### src/rtl/credit_bcd_driver.sv
// credit_bcd_driver: iterative double-dabble binary-to-BCD converter feeding seven_seg digit drivers
// Ports: clk, rst_n (sync, active-low); bin_in + start request a conversion;
//        busy is high while shifting, done pulses once when dig_out/dig_en update;
//        dig_out holds one BCD nibble per digit (units in [3:0]), dig_en holds per-digit enables.
module credit_bcd_driver #(
  parameter int WIDTH    = 8,
  parameter int DIGITS   = 3,
  parameter int BLANK_LZ = 1
) (
  input  logic                clk,
  input  logic                rst_n,
  input  logic [WIDTH-1:0]    bin_in,
  input  logic                start,
  output logic                busy,
  output logic                done,
  output logic [4*DIGITS-1:0] dig_out,
  output logic [DIGITS-1:0]   dig_en
);
  localparam int CW = $clog2(WIDTH + 1);
  function automatic logic [127:0] pow10(int n);
    logic [127:0] p;
    p = 128'd1;
    for (int k = 0; k < n; k++) p = p * 128'd10;
    return p;
  endfunction
  // DIGITS must be able to represent the largest WIDTH-bit value
  if (pow10(DIGITS) <= ((128'd1 << WIDTH) - 128'd1)) begin : g_bad_params
    $error("credit_bcd_driver: DIGITS too small for WIDTH");
  end
  typedef enum logic [1:0] {IDLE, SHIFT, DONE} state_t;
  state_t state, stateNext;
  logic [WIDTH-1:0]    shiftReg;
  logic [4*DIGITS-1:0] bcdAcc, bcdAdj, bcdNext;
  logic [DIGITS-1:0]   enNext;
  logic [CW-1:0]       cnt;
  logic                lastShift;
  for (genvar i = 0; i < DIGITS; i++) begin : g_digit
    // add-3 stays inside the nibble; no carry into the next digit
    assign bcdAdj[4*i+:4] = bcdAcc[4*i+:4] >= 4'd5 ? bcdAcc[4*i+:4] + 4'd3 : bcdAcc[4*i+:4];
    // a digit shows if it is the units digit or any digit at or above it is nonzero
    assign enNext[i] = BLANK_LZ == 0 || i == 0 || |bcdNext[4*DIGITS-1:4*i];
  end
  assign bcdNext   = {bcdAdj[4*DIGITS-2:0], shiftReg[WIDTH-1]};
  assign lastShift = cnt == CW'(WIDTH - 1);
  always_comb begin
    stateNext = state;
    busy = 1'b0;
    done = 1'b0;
    case (state)
      IDLE:    stateNext = start ? SHIFT : IDLE;
      SHIFT: begin
        busy = 1'b1;
        stateNext = lastShift ? DONE : SHIFT;
      end
      DONE: begin
        done = 1'b1;
        stateNext = IDLE;
      end
      default: stateNext = IDLE;
    endcase
  end
  always_ff @(posedge clk) begin
    if (!rst_n) state <= IDLE;
    else state <= stateNext;
  end
  always_ff @(posedge clk) begin
    if (!rst_n) begin
      shiftReg <= '0;
      bcdAcc   <= '0;
      cnt      <= '0;
      dig_out  <= '0;
      dig_en   <= DIGITS'(1);
    end else if (state == IDLE && start) begin
      shiftReg <= bin_in;
      bcdAcc   <= '0;
      cnt      <= '0;
    end else if (state == SHIFT) begin
      shiftReg <= shiftReg << 1;
      bcdAcc   <= bcdNext;
      cnt      <= cnt + 1'b1;
      // result registers update only on the edge that enters DONE
      if (lastShift) begin
        dig_out <= bcdNext;
        dig_en  <= enNext;
      end
    end
  end
endmodule
### config.mk
export PLATFORM = sky130hd
export DESIGN_NAME = credit_bcd_driver
export DESIGN_NICKNAME = d
export VERILOG_FILES = /design/src/rtl/credit_bcd_driver.sv
export SDC_FILE = /design/constraint.sdc
export NUM_CORES = 1
export LEC_CHECK = 0
export ABC_AREA = 1
export ABC_CLOCK_PERIOD_IN_PS = 1750
export CORE_MARGIN = 2
export CORE_UTILIZATION = 40
export CTS_BUF_LIST = sky130_fd_sc_hd__clkbuf_16
export DETAILED_ROUTE_END_ITERATION = 10
export SLEW_MARGIN = 20
export SYNTH_ARGS = -nofsm -noshare
export SYNTH_HDL_FRONTEND = slang
export SYNTH_SLANG_ARGS = --single-unit
export TNS_END_PERCENT = 100
### constraint.sdc
create_clock -name clk -period 1.75 [get_ports clk]
set_input_delay 0.35 -clock clk [delete_from_list [all_inputs] [get_ports clk]]
set_output_delay 0.35 -clock clk [all_outputs]
set_load 0.005 [all_outputs]
After elaboration in Yosys (flattened, before gate mapping)
Index checks and enable logic that the tools add are counted.

Output and inout port bits: 17. Flip-flop bits (word level): 40. Logic and storage cells: 35. Input port bits: 11.

Bitwise gates (word level): 2. Equality and inequality tests: 3. Mux-type cells: 10. Reduce and logical (&&, ||, !) cells: 7. $lt $le $gt $ge: 3. Add/sub/neg operators: 4.

Operators by type and width (count): 8-bit 2-to-1 mux (2); 4-bit by 3-bit greater-or-equal comparator with 1-bit output, second input constant (3); 4-bit by 2-bit adder with 4-bit output, second input constant (2); 4-bit 2-to-1 mux (2); 8-bit OR reduction (1); 4-bit by 1-bit adder with 4-bit output, second input constant (1); 4-bit by 3-bit equality test with 1-bit output, second input constant (1); 2-bit case mux with 2 select lines (1); 4-bit OR reduction (1); 3-bit by 2-bit adder with 3-bit output, second input constant (1); 1-bit 2-to-1 mux (3); 3-bit 2-to-1 mux (1); 3-bit AND reduction (1); 2-bit by 1-bit equality test with 1-bit output, second input constant (1); 2-bit equality test, second input constant (1); 2-bit zero test (1); 2-bit 2-to-1 mux (1); 1-bit NOT (2); 2-bit nonzero test (1); 2-bit OR reduction (1); 1-bit logical AND (1).

Depth between registers and ports, before layout
Gate-level depths: netlist of run 1.

Depth after elaboration: 4. Gate-level depth with buffers: 11. Gate-level depth less buffers: 11.

Worst setup path before layout of run 1
Ideal clock, no wire load.

Path type: reg2reg. Start point: reg bcdAcc[4]. End point: reg dig_en[1]. Arrival time: 1.213 ns. Stages on the path, launching flop included: 12. Path slack: 0.467 ns. Clock period less this slack: 1.283 ns. Cells stage by stage: dfxtp_1 inv_1 ha_1 inv_1 nand2_1 nand2_1 nand3_1 nand2_1 nor2_1 nand2_1 nand2_1 a21oi_1.

Longest elaborated chain between the ends: 3. Elaborated cells on any way between the ends: 4.

Ends and longest elaborated chain: from (decl) (line 33) `logic [4*DIGITS-1:0] bcdAcc, bcdAdj, bcdNext;`; from (signal assigned) (line 79) `bcdAcc <= bcdNext;`; 4-bit by 2-bit adder with 4-bit output or 4-bit by 3-bit greater-or-equal comparator with 1-bit output (tied branches) (line 39) `assign bcdAdj[4*i+:4] = bcdAcc[4*i+:4] >= 4'd5 ? bcdAcc[4*i+:4] + 4'd3 : bcdAcc[4*i+:4];`; 4-bit 2-to-1 mux (*) (line 39); 8-bit OR reduction (*) (line 41) `assign enNext[i] = BLANK_LZ == 0 || i == 0 || |bcdNext[4*DIGITS-1:4*i];`; to (signal assigned) (line 84) `dig_en <= enNext;`; to (decl) (line 17) `output logic [DIGITS-1:0] dig_en`.

Mark *: on every way between the ends. The rest lies on a longest branch, timed or not. A chain may end at the register's enable or synchronous reset.

Worst setup path in the final report of run 1
Start point: reg state[1]. End point: out busy.

Longest elaborated chain between the ends: 2.

Ends and longest elaborated chain: from (decl) (line 31) `state_t state, stateNext;`; from (signal assigned) (line 64) `else state <= stateNext;`; 2-bit by 1-bit equality test with 1-bit output (line 49) `case (state)`; 1-bit 2-to-1 mux (line 49); to (decl) (line 14) `output logic busy,`.

Every way passes these cells.

==> results of run 1 <==
## logic make-up (layout without fill, tap and decap cells)
group | Yosys count | in the layout | synth area share, %
flip-flops | 40 | 40 | 42.8
adder cells (fa/ha/maj) | 7 | 7 | 4.68
AO/OA/AOI/OAI | 64 | 64 | 18.9
XOR/XNOR | 1 | 1 | 0.468
AND/OR/NAND/NOR | 87 | 87 | 20.7
other | 1 | 1 | 0.200
buffers and inverters | 57 | 95 | 12.2
## stage by stage
step	utilization [%]	instances	cell area, µm²
floorplan	-	257	1870
global placement	49.9	336	2220
detailed placement	49.9	336	2220
CTS	53.0	343	2360
global route	53.8	347	2390
finish	53.8	347	2390
## cell usage in the layout (no fill, tap or decap), types with 2 or more instances in the layout
cell type        synthesis  final
a21oi_1                 18     18
a221oi_1                 3      3
a22oi_1                  2      2
a31oi_1                  5      5
buf_4                    3     13
clkbuf_16                0      5
clkdlybuf4s50_1          0     26
clkinv_1                 0      2
dfxtp_1                 40     38
dfxtp_2                  0      2
ha_1                     7      7
inv_1                   48     47
inv_2                    1      2
nand2_1                 39     39
nand3_1                 12     12
nand4_1                  5      5
nor2_1                  21     21
nor3_1                   2      2
nor3b_1                  2      2
o211ai_1                 2      2
o21ai_0                 31     31
## worst max path at each step
stage,startpoint,to,cells after the start
2_1_floorplan,bcdAcc[4],dig_en[1],11
3_3_place_gp,start,bcdAcc[1],7
3_5_place_dp,start,shiftReg[6],5
4_1_cts,state[0],busy,3
5_1_grt,state[1],busy,4
6_report,state[1],busy,4
## power breakdown
| group | total (mW) | switching, mW | internal [mW] |
|---|---|---|---|
| clock | 0.845 | 0.335 | 0.509 |
| combinational | 0.243 | 0.140 | 0.103 |
| sequential | 0.965 | 0.0222 | 0.943 |
## worst register-to-register path, stage by stage, from the launching register on
cell,delay [ns]
dfxtp_1,0.36
ha_1,0.17
nand3_1,0.15
nor2_4,0.24
inv_2,0.15
nor2_1,0.19
nand2_1,0.08
nand2_1,0.05
a21oi_1,0.05
## metal layers
metal  up-vias  global-route usage, %  wire length [µm]
met5         -                      0                 0
met3         6                   5.42               130
met4         0                   4.32                47
li1        912                      -                 -
met2        24                   28.2              1880
met1       770                   23.3              2180
## registers in the layout (all words and copies together), names as in the netlist
register  count
bcdAcc       12
dig_out      12
state         2
dig_en        2
shiftReg      8
cnt           4
## what timing repair did
action,4_1_cts,5_1_grt
setup buffers,0,4
resized for setup,2,2
pin swaps,0,1
endpoints found under the setup margin,1,2
## cell type report
| type | count | area share [%] |
|---|---|---|
| Multi-Input combinational cell | 160 | 35.4 |
| Sequential cell | 40 | 33.6 |
| Timing Repair Buffer | 39 | 15.0 |
| Inverter | 49 | 7.70 |
| Clock buffer | 5 | 5.24 |
| Tap cell | 52 | 2.72 |
| Clock inverter | 2 | 0.314 |
==> impl_metrics.env, run 1 <==
export IMPL_cp_arrival_ns=1.33
export IMPL_io_pins=28
export IMPL_dieWidth_um=72.4
export IMPL_synth_top_cells_by_count="inv_1 (48), dfxtp_1 (40), nand2_1 (39), o21ai_0 (31), nor2_1 (21)"
export IMPL_period_needed_ns=1.68
export IMPL_synth_area_per_cell_um2=7.28
export IMPL_maxCapViolations=0
export IMPL_ctsHoldBuffers=0
export IMPL_cts_made_buffers=5
export IMPL_die_area_mm2=0.00524
export IMPL_vdd_drop_max_mv=0.478
export IMPL_synth_edff_count=0
export IMPL_finalCritPeriodShare_pct=95.8
export IMPL_power_total_mw=2.05
export IMPL_grt_max_degree=21
export IMPL_port_buffers=26
export IMPL_dr_pass1_iters=4
export IMPL_rsz0062_at_grt="false"
export IMPL_final_setup_tns_ns=0
export IMPL_antenna_found_initial=0
export IMPL_initial_core_util_pct=42.1
export IMPL_slowest_stage="clkdlybuf4s50_1"
export IMPL_tritoncts="done"
export IMPL_leakagePower_nw=1.08
export IMPL_drt_iter0_markers=79
export IMPL_start_kind="flop"
export IMPL_hold_path_depth=2
export IMPL_finalMaxSlewViolations=0
export IMPL_synth_area_leader_cell="dfxtp_1"
export IMPL_path_cells="inv_2 -> nand2_4 -> inv_1 -> clkdlybuf4s50_1"
export IMPL_clk_latency_ns=0.28
export IMPL_grt_overflow=0
export IMPL_synth_most_common_cell="inv_1"
export IMPL_cp_end_kind="output pin"
export IMPL_place_hpwl_mm=3.12
export IMPL_vias_per_cell=4.93
export IMPL_r2r_setup_slack_ns=0.20
export IMPL_critPathMaxFanout=5
export IMPL_worstHoldEndpoint="shiftReg[0]"
export IMPL_crit_buf_inv=3
export IMPL_min_path_type="reg -> reg"
export IMPL_ys_top_cells_by_area="dfxtp_1 (43%), inv_1 (9.6%), o21ai_0 (8.3%)"
export IMPL_htreeDepth=2
export IMPL_p_per_area_mw_per_mm2=859
export IMPL_ys_types=31
export IMPL_fmax_ghz=0.596
export IMPL_grt_pass1_vias=1561
export IMPL_seq_area_um2=803
export IMPL_critical_path_class="reg -> out"
export IMPL_synth_seq_area_share_pct=42.8
export IMPL_status="complete, no violations"
export IMPL_syn_inst=257
export IMPL_synth_nets=275
export IMPL_r2r_end="dig_en[1]"
export IMPL_finalNetCount=313
export IMPL_r2r_cells=8
export IMPL_core_area_mm2=0.00444
export IMPL_diodes=0
export IMPL_synthArstFlopShare_pct=0
export IMPL_vias=1712
export IMPL_drc=0
export IMPL_clkSlewWorstSetupHoldPaths_ns=0.05
export IMPL_cts_buffer_depth=2
export IMPL_crit_family="buffers and inverters"
export IMPL_cts_sinks=40
export IMPL_rows=24
export IMPL_root_buffer="clkbuf_16"
export IMPL_area_delta_synth_final_pct=27.8
export IMPL_min_from="shiftReg[0]"
export IMPL_ys_ff_latch=40
export IMPL_layout_setup_ws_ns=0.0734
export IMPL_cpPeakStageDelay_ns=0.49
export IMPL_netlist_area_leader_share_pct=42.8
export IMPL_synth_warnings=0
export IMPL_multiInputGateArea_um2=847
export IMPL_finalHoldViolations=0
export IMPL_setup_violations=0
export IMPL_grtUsageTotal_pct=17.6
export IMPL_grt_first_pass_wirelength_mm=7.13
export IMPL_hold_ws_ns=0.470
export IMPL_ys_flop_type="dfxtp_1"
export IMPL_final_antenna_net_count=0
export IMPL_layout_drive_gt1_share_pct=8.81
export IMPL_wl_per_cell_um=12.2
export IMPL_dieHeight_um=72.4
export IMPL_routed_wl_mm=4.24
export IMPL_synth_area_mm2=0.00187
export IMPL_routabilityCongestion=0.862
export IMPL_num_fill_cells=436
export IMPL_post_place_ws_ns=0.111
export IMPL_cp_required_ns=1.40
export IMPL_finalClockSkew_ns=0.00443
export IMPL_worstReg2RegStart="cnt[1]"
Note: power is estimated with default switching activity, not from simulation.
==> inputs of run 2 (changes only) <==
--- a/config.mk
+++ b/config.mk
@@ -11,6 +11,7 @@
 export CORE_UTILIZATION = 40
 export CTS_BUF_LIST = sky130_fd_sc_hd__clkbuf_16
 export DETAILED_ROUTE_END_ITERATION = 10
+export SETUP_SLACK_MARGIN = 0.02
 export SLEW_MARGIN = 20
 export SYNTH_ARGS = -nofsm -noshare
 export SYNTH_HDL_FRONTEND = slang
==> run 2 against run 1 <==
  * Die area did not move
  * Via count grew 0.29%
  * Sequential power barely moved
  * Non-clock buffer count stayed put
  * Sequential cell count did not move
  * Clock power barely moved
  * Count of clock-buffer cells in the layout is the same
  * Register-to-register slack barely moved
  * Combinational power hardly changed
  * Clock skew shrank 0.00062 ns
  * Final cell count unchanged
  * Maximum frequency down 0.20%
  * Critical endpoint unchanged
==> impl_metrics.env, run 2 (synthesized netlist as in run 1, its figures left out) <==
export IMPL_status="complete, no violations"
export IMPL_r2r_setup_slack_ns=0.20
export IMPL_io_pins=28
export IMPL_place_inst=336
export IMPL_maxCapViolations=0
export IMPL_dr_pass1_iters=4
export IMPL_r2r_end="dig_en[1]"
export IMPL_layout_drive_gt1_share_pct=8.81
export IMPL_cts_sinks=40
export IMPL_grt_first_pass_wirelength_mm=7.23
export IMPL_final_util_pct=53.8
export IMPL_final_cells=347
export IMPL_port_buffers=26
export IMPL_rsz0062_at_grt="true"
export IMPL_clk_latency_ns=0.28
export IMPL_worstReg2RegStart="cnt[1]"
export IMPL_critical_path_class="reg -> out"
export IMPL_setup_violations=0
export IMPL_vias_per_cell=4.95
export IMPL_dieWidth_um=72.4
export IMPL_r2r_cells=8
export IMPL_antenna_found_initial=0
export IMPL_final_setup_tns_ns=0
export IMPL_critPathMaxFanout=5
export IMPL_period_needed_ns=1.68
export IMPL_diodes=0
export IMPL_grtUsageTotal_pct=17.9
export IMPL_finalHoldViolations=0
export IMPL_tritoncts="done"
export IMPL_die_area_mm2=0.00524
export IMPL_routabilityCongestion=0.862
export IMPL_clkSlewWorstSetupHoldPaths_ns=0.05
export IMPL_vdd_drop_max_mv=0.479
export IMPL_final_antenna_net_count=0
export IMPL_cts_buffer_depth=2
export IMPL_hold_path_depth=2
export IMPL_final_common_cell="inv_1"
export IMPL_cp_end_kind="output pin"
export IMPL_drc=0
export IMPL_worstHoldEndpoint="shiftReg[0]"
export IMPL_routed_wl_mm=4.29
export IMPL_min_from="shiftReg[0]"
export IMPL_finalClockSkew_ns=0.00382
export IMPL_htreeDepth=2
export IMPL_finalCritPeriodShare_pct=96.0
export IMPL_vias=1717
export IMPL_cp_arrival_ns=1.33
export IMPL_place_area_mm2=0.00222
export IMPL_core_area_mm2=0.00444
export IMPL_grt_pass1_vias=1580
export IMPL_dieHeight_um=72.4
export IMPL_hold_ws_ns=0.466
export IMPL_final_area_mm2=0.00239
export IMPL_num_fill_cells=435
export IMPL_root_buffer="clkbuf_16"
export IMPL_initial_core_util_pct=42.1
export IMPL_grt_overflow=0
export IMPL_top_regs="bcdAcc x12, dig_out x12, shiftReg x8"
export IMPL_rows=24
export IMPL_wl_per_cell_um=12.4
export IMPL_drt_iter0_markers=62
export IMPL_min_path_type="reg -> reg"
export IMPL_fmax_ghz=0.595
export IMPL_area_delta_synth_final_pct=27.8
export IMPL_start_kind="flop"
export IMPL_grt_max_degree=21
export IMPL_finalNetCount=313
export IMPL_place_hpwl_mm=3.12
export IMPL_cp_required_ns=1.40
export IMPL_cts_made_buffers=5
export IMPL_leakagePower_nw=1.08
export IMPL_final_cell_mix="inv_1 (47), nand2_1 (39), dfxtp_1 (38)"
export IMPL_p_per_area_mw_per_mm2=860
export IMPL_finalMaxSlewViolations=0
[run 2: layout make-up]
type                            count  area, µm²  area share, %
Multi-Input combinational cell    160        847           35.4
Sequential cell                    40        803           33.6
Timing Repair Buffer               39        358           15.0
Inverter                           49        184           7.70
Clock buffer                        5        125           5.24
Tap cell                           52       65.1           2.72
Clock inverter                      2       7.51          0.314
[run 2: routing by layer]
metal	GRT usage [%]	vias up	share of wire (%)
met5	0	-	0
met4	4.32	0	1.1
met3	5.42	6	3.0
met2	29.3	24	45
met1	23.3	774	51
li1	-	913	-
[run 2: how the worst max path moves through the flow]
stage / startpoint / endpoint / slack, ns / cells after the start
3_3_place_gp: start / bcdAcc[1] / 0.14 / 7
4_1_cts: state[1] / busy / 0.02 / 4
6_report: state[1] / busy / 0.07 / 4
5_1_grt: state[1] / busy / 0.01 / 4
2_1_floorplan: bcdAcc[4] / dig_en[1] / 0.47 / 11
3_5_place_dp: start / shiftReg[6] / 0.11 / 5
[run 2: critical path, cell delays in order (launching register included)]
cell and delay [ns]:
dfxtp_1 0.30, inv_2 0.10, nand2_4 0.08, inv_1 0.07, clkdlybuf4s50_1 0.49
[run 2: power by group]
part | leakage (nW) | switching (mW) | internal (mW) | total (mW)
Combinational | 0.692 | 0.140 | 0.103 | 0.243
Clock | 0.0648 | 0.337 | 0.510 | 0.847
Sequential | 0.326 | 0.0224 | 0.943 | 0.966
[run 2: what timing repair did]
action,4_1_cts,5_1_grt
pin swaps,0,1
endpoints found under the setup margin,1,2
hold buffers,0,0
resized for setup,3,1
setup buffers,1,3
[run 2: per-stage QoR]
stage	power [mW]	setup WS, ns
after floorplan	1.13	0.467
after global placement	1.22	0.139
after detailed placement	1.22	0.111
after CTS	2.07	0.0234
after global routing	2.15	0.0145
final	2.06	0.0700
